$ cat src/rtl/cache_port_arbiter.sv
// rtl/cache_port_arbiter.sv - two-requester round-robin arbiter and sequencer for the cache access port
// Captures one request at a time, holds the cache command through stalls, then pulses a one-cycle response.
module cache_port_arbiter #(
  parameter int ADDR_WIDTH = 10,
  parameter int DATA_WIDTH = 32,
  parameter int CNT_WIDTH  = 16
) (
  input  logic                  clk,
  input  logic                  reset,
  input  logic                  req0_valid,
  input  logic                  req0_write,
  input  logic [ADDR_WIDTH-1:0] req0_addr,
  input  logic [DATA_WIDTH-1:0] req0_wdata,
  output logic                  req0_ready,
  input  logic                  req1_valid,
  input  logic                  req1_write,
  input  logic [ADDR_WIDTH-1:0] req1_addr,
  input  logic [DATA_WIDTH-1:0] req1_wdata,
  output logic                  req1_ready,
  output logic                  rsp0_valid,
  output logic [DATA_WIDTH-1:0] rsp0_rdata,
  output logic                  rsp1_valid,
  output logic [DATA_WIDTH-1:0] rsp1_rdata,
  output logic [ADDR_WIDTH-1:0] cache_addr,
  output logic [DATA_WIDTH-1:0] cache_wdata,
  output logic                  cache_read,
  output logic                  cache_write,
  input  logic                  cache_stall,
  input  logic [DATA_WIDTH-1:0] cache_rdata,
  output logic                  busy,
  output logic [CNT_WIDTH-1:0]  stall_cycles
);

  typedef enum logic [1:0] {IDLE, ISSUE, RESP} state_t;

  state_t state, nextState;
  logic   lastGrant;
  logic   owner;
  logic   isWrite;
  logic   grant;
  logic   anyValid;

  // Requester 1 wins when it is alone, or on a tie when requester 0 was served last.
  always_comb begin
    anyValid = req0_valid | req1_valid;
    grant    = req1_valid & (~req0_valid | ~lastGrant);
  end

  always_comb begin
    nextState   = state;
    req0_ready  = 1'b0;
    req1_ready  = 1'b0;
    rsp0_valid  = 1'b0;
    rsp1_valid  = 1'b0;
    cache_read  = 1'b0;
    cache_write = 1'b0;
    busy        = (state != IDLE);
    case (state)
      IDLE: begin
        req0_ready = req0_valid & ~grant;
        req1_ready = grant;
        if (anyValid) nextState = ISSUE;
      end
      ISSUE: begin
        cache_read  = ~isWrite;
        cache_write = isWrite;
        if (!cache_stall) nextState = RESP;
      end
      RESP: begin
        rsp0_valid = ~owner;
        rsp1_valid = owner;
        nextState  = IDLE;
      end
      default: nextState = IDLE;
    endcase
  end

  always_ff @(posedge clk) begin
    if (reset) begin
      state        <= IDLE;
      lastGrant    <= 1'b1;
      owner        <= 1'b0;
      isWrite      <= 1'b0;
      cache_addr   <= '0;
      cache_wdata  <= '0;
      rsp0_rdata   <= '0;
      rsp1_rdata   <= '0;
      stall_cycles <= '0;
    end else begin
      state <= nextState;
      if (state == IDLE && anyValid) begin
        owner       <= grant;
        lastGrant   <= grant;
        isWrite     <= grant ? req1_write : req0_write;
        cache_addr  <= grant ? req1_addr  : req0_addr;
        cache_wdata <= grant ? req1_wdata : req0_wdata;
      end
      if (state == ISSUE) begin
        if (cache_stall) begin
          if (stall_cycles != {CNT_WIDTH{1'b1}}) stall_cycles <= stall_cycles + CNT_WIDTH'(1);
        end else if (!isWrite) begin
          if (owner) rsp1_rdata <= cache_rdata;
          else       rsp0_rdata <= cache_rdata;
        end
      end
    end
  end

endmodule

$ cat config.mk
export PLATFORM = sky130hd
export DESIGN_NAME = cache_port_arbiter
export DESIGN_NICKNAME = d
export VERILOG_FILES = /design/src/rtl/cache_port_arbiter.sv
export SDC_FILE = /design/constraint.sdc
export NUM_CORES = 1
export LEC_CHECK = 0
export ABC_AREA = 0
export CORE_UTILIZATION = 40
export CTS_BUF_LIST = sky130_fd_sc_hd__clkbuf_16
export DETAILED_ROUTE_END_ITERATION = 8
export PLACE_DENSITY_LB_ADDON = 0.1
export SYNTH_ARGS = -nofsm -noshare
export SYNTH_HDL_FRONTEND = slang
export SYNTH_SLANG_ARGS = --single-unit
$ cat constraint.sdc
create_clock -name clk -period 4.75 [get_ports clk]
set_input_delay 1.1875 -clock clk [delete_from_list [all_inputs] [get_ports clk]]
set_output_delay 1.1875 -clock clk [all_outputs]
set_load 0.01 [all_outputs]
==> flow_summary.yaml <==
outcome:
  status: "completed"
clocking:
  clkTransAtPathRegs_ps: 50
  clockBufferDepth: 2
  clkLatencyLatePin_ps: 410
  post_cts_buffers: 0
  clock-sinks: 127
  htreeDepth: 4
  numCtsBuffers: 17
  cts_root_buffer: "clkbuf_16"
  cts_hold_buffers: 0
  ctsResizeCount: 0
  cts_tree: "built"
timing:
  final_hold_viol_count: 0
  drv_slew: 0
  grt_setup_unrepaired: "false"
  fin_crit_ps: 4019
  tns_ps: 0
  finClkSkew_ps: 5.694
  timing.final.crit_share: 0.8460
  tightest_slew_ps: 1151
  max_freq_ghz: 0.2488
  max-slew-margin-rel: 0.2306
  setup_violations: 0
routing:
  drc: 0
  dr.pass1.iters: 4
  post_drt_wl_per_cell_um: 15.01
  totalWireLength_um: 15070
  first_iter_violations: 195
  vias_per_cell: 4.855
  drtAntennaViolNets: 0
  vias: 4874
logic_synthesis:
  synth-async-reset-ratio: 0
  yosysTopAreaCell: "dfxtp_1"
  avgSynthCellArea_sq_um: 8.536
  synth_edf_count: 0
  syn-num-nets: 716
  synthFlopType: "dfxtp_1"
  ys_warn_count: 0
  synth_top_area_frac: 0.5031
  synth_cell_types: 35
  synth.area.top_cells: "dfxtp_1, nand2_1, mux2i_1"
  synth_area_sq_mm: 0.005054
  netlist_instances: 592
  ys_seq_area_frac: 0.5031
  ys_seq_elements: 127
power_and_ir_drop:
  power.leakage_nw: 2.925
  ir_worst_vdd_mv: 0.2262
  cellPowerDensity_mw_per_mm2: 336.5
  p_total_mw: 2.751
layout:
  fin_nets: 949
  final_common_cell: "clkdlybuf4s50_1"
  mostFrequentLayoutCells: "clkdlybuf4s50_1, nand2_1, dfxtp_1"
  layoutNonFillerInstCount: 1004
  diodes: 0
  syn_to_final_growth_pct: 61.80
  drive_above_1_share: 0.04904
worst_setup_path:
  slowest_stage: "clkdlybuf4s50_1"
  required_ps: 3560
  worstSetupPathType: "input pin to output port"
  crit_path_max_fanout: 9
  cpPeakStageDelay_ps: 550
  end_kind: "output port"
  cp_top_family: "buffers and inverters"
  worst_ep_arrival_time_ps: 2830
  path_buf_inv: 2
  crit_top_cell: "clkdlybuf4s50_1"
  worstPathCellList: "clkdlybuf4s50_1, a21boi_4, and2_1, clkdlybuf4s50_1"
  start_kind: "input pin"
flow_run:
  maxCapViolCount: 0
floorplan:
  num_rows: 40
  initial_utilization: 0.4155
  core_area_sq_mm: 0.01216
  die_h_um: 114.4
  fp.dieArea_sq_mm: 0.01309
  dieWidth_um: 114.4
  pin_count: 252
place:
  gp_congestion: 0.8242
  port_buffers: 251
  placed_cells: 974
  dp_hpwl_um: 10930
grt:
  overflow: 0
  grt_pass1_wl_um: 23760
  grt_max_degree: 94
  grt_pass1_vias: 4824
  grt_use_total: 0.2364
  antenna_found_initial: 0
worst_hold_path:
  hold_path_class: "flip-flop to flip-flop"
==> cell usage after synthesis, drive strengths merged, types with 2 or more instances <==
library cell	n
nand2b	2
nor3b	2
nor3	6
nor2	68
inv	4
a211oi	47
and2	4
mux2i	45
nand4	3
or2	2
nand2	134
nor4	6
xnor2	11
a21oi	68
buf	16
o21ai	2
nand3	7
clkbuf	27
or3	2
dfxtp	127
and3	2
==> metrics by stage <==
step             util  hold slack (ps)  worst slack, ps  cell area, sq um
6_report       0.6723            450.4            731.3              8177
5_1_grt        0.6723            466.7            656.1              8177
4_1_cts        0.6723            453.2            737.5              8177
3_5_place_dp   0.6305            445.9            750.4              7667
3_3_place_gp   0.6305            441.1            762.8              7667
2_1_floorplan       -            430.6             1655              5054
==> power by group <==
part | internal [mW] | switching [mW] | total (mW)
sequential | 1.13 | 0.0355 | 1.16
clock | 0.694 | 0.432 | 1.13
combinational | 0.257 | 0.204 | 0.461
==> tightest hold or removal path: stages (launching register included) <==
cell and delay (ps):
dfxtp_1 300, nand2_1 50, a21oi_1 50
==> registers in the layout, summed over array words and instances (netlist names) <==
name and count:
cache_wdata 32, rsp0_rdata 32, rsp1_rdata 32, stall_cycles 16, cache_addr 10, state 2, isWrite 1, lastGrant 1
owner 1
==> layout make-up <==
type                       count  area (sq um)
timing repair buffer         257          2555
sequential                   127          2542
clock inverter                13         83.83
inverter                       4         15.01
clock buffer                  17         425.4
multi-input combinational    418          2345
tap                          168         210.2
fill                        1057          3985
==> routing by layer <==
metal | part of all wire | track usage | wire length, um
met1 | 0.40 | 0.2541 | 5954
met2 | 0.51 | 0.4222 | 7696
met3 | 0.080 | 0.08523 | 1210
met4 | 0.014 | 0.09177 | 208
met5 | 0 | 0 | 0
==> final timing paths <==
| check | startpoint | end | slack [ps] | depth (start not counted) |
|---|---|---|---|---|
| max | req0_valid | req1_ready | 730 | 4 |
| min reg2reg | rsp1_rdata[11] | rsp1_rdata[11] | 450 | 2 |
| min | rsp1_rdata[11] | rsp1_rdata[11] | 450 | 2 |
| max reg2reg | state[1] | cache_addr[5] | 2660 | 6 |
==> cell families after synthesis <==
| logic type | share of synthesized area |
|---|---|
| fa+ha+maj | 0.002475 |
| compound gates | 0.1453 |
| mux | 0.08913 |
| xor+xnor | 0.01906 |
| simple gates | 0.2030 |
| flops | 0.5031 |
| buf+inv | 0.03788 |
Power figures use the tool's default switching activity.
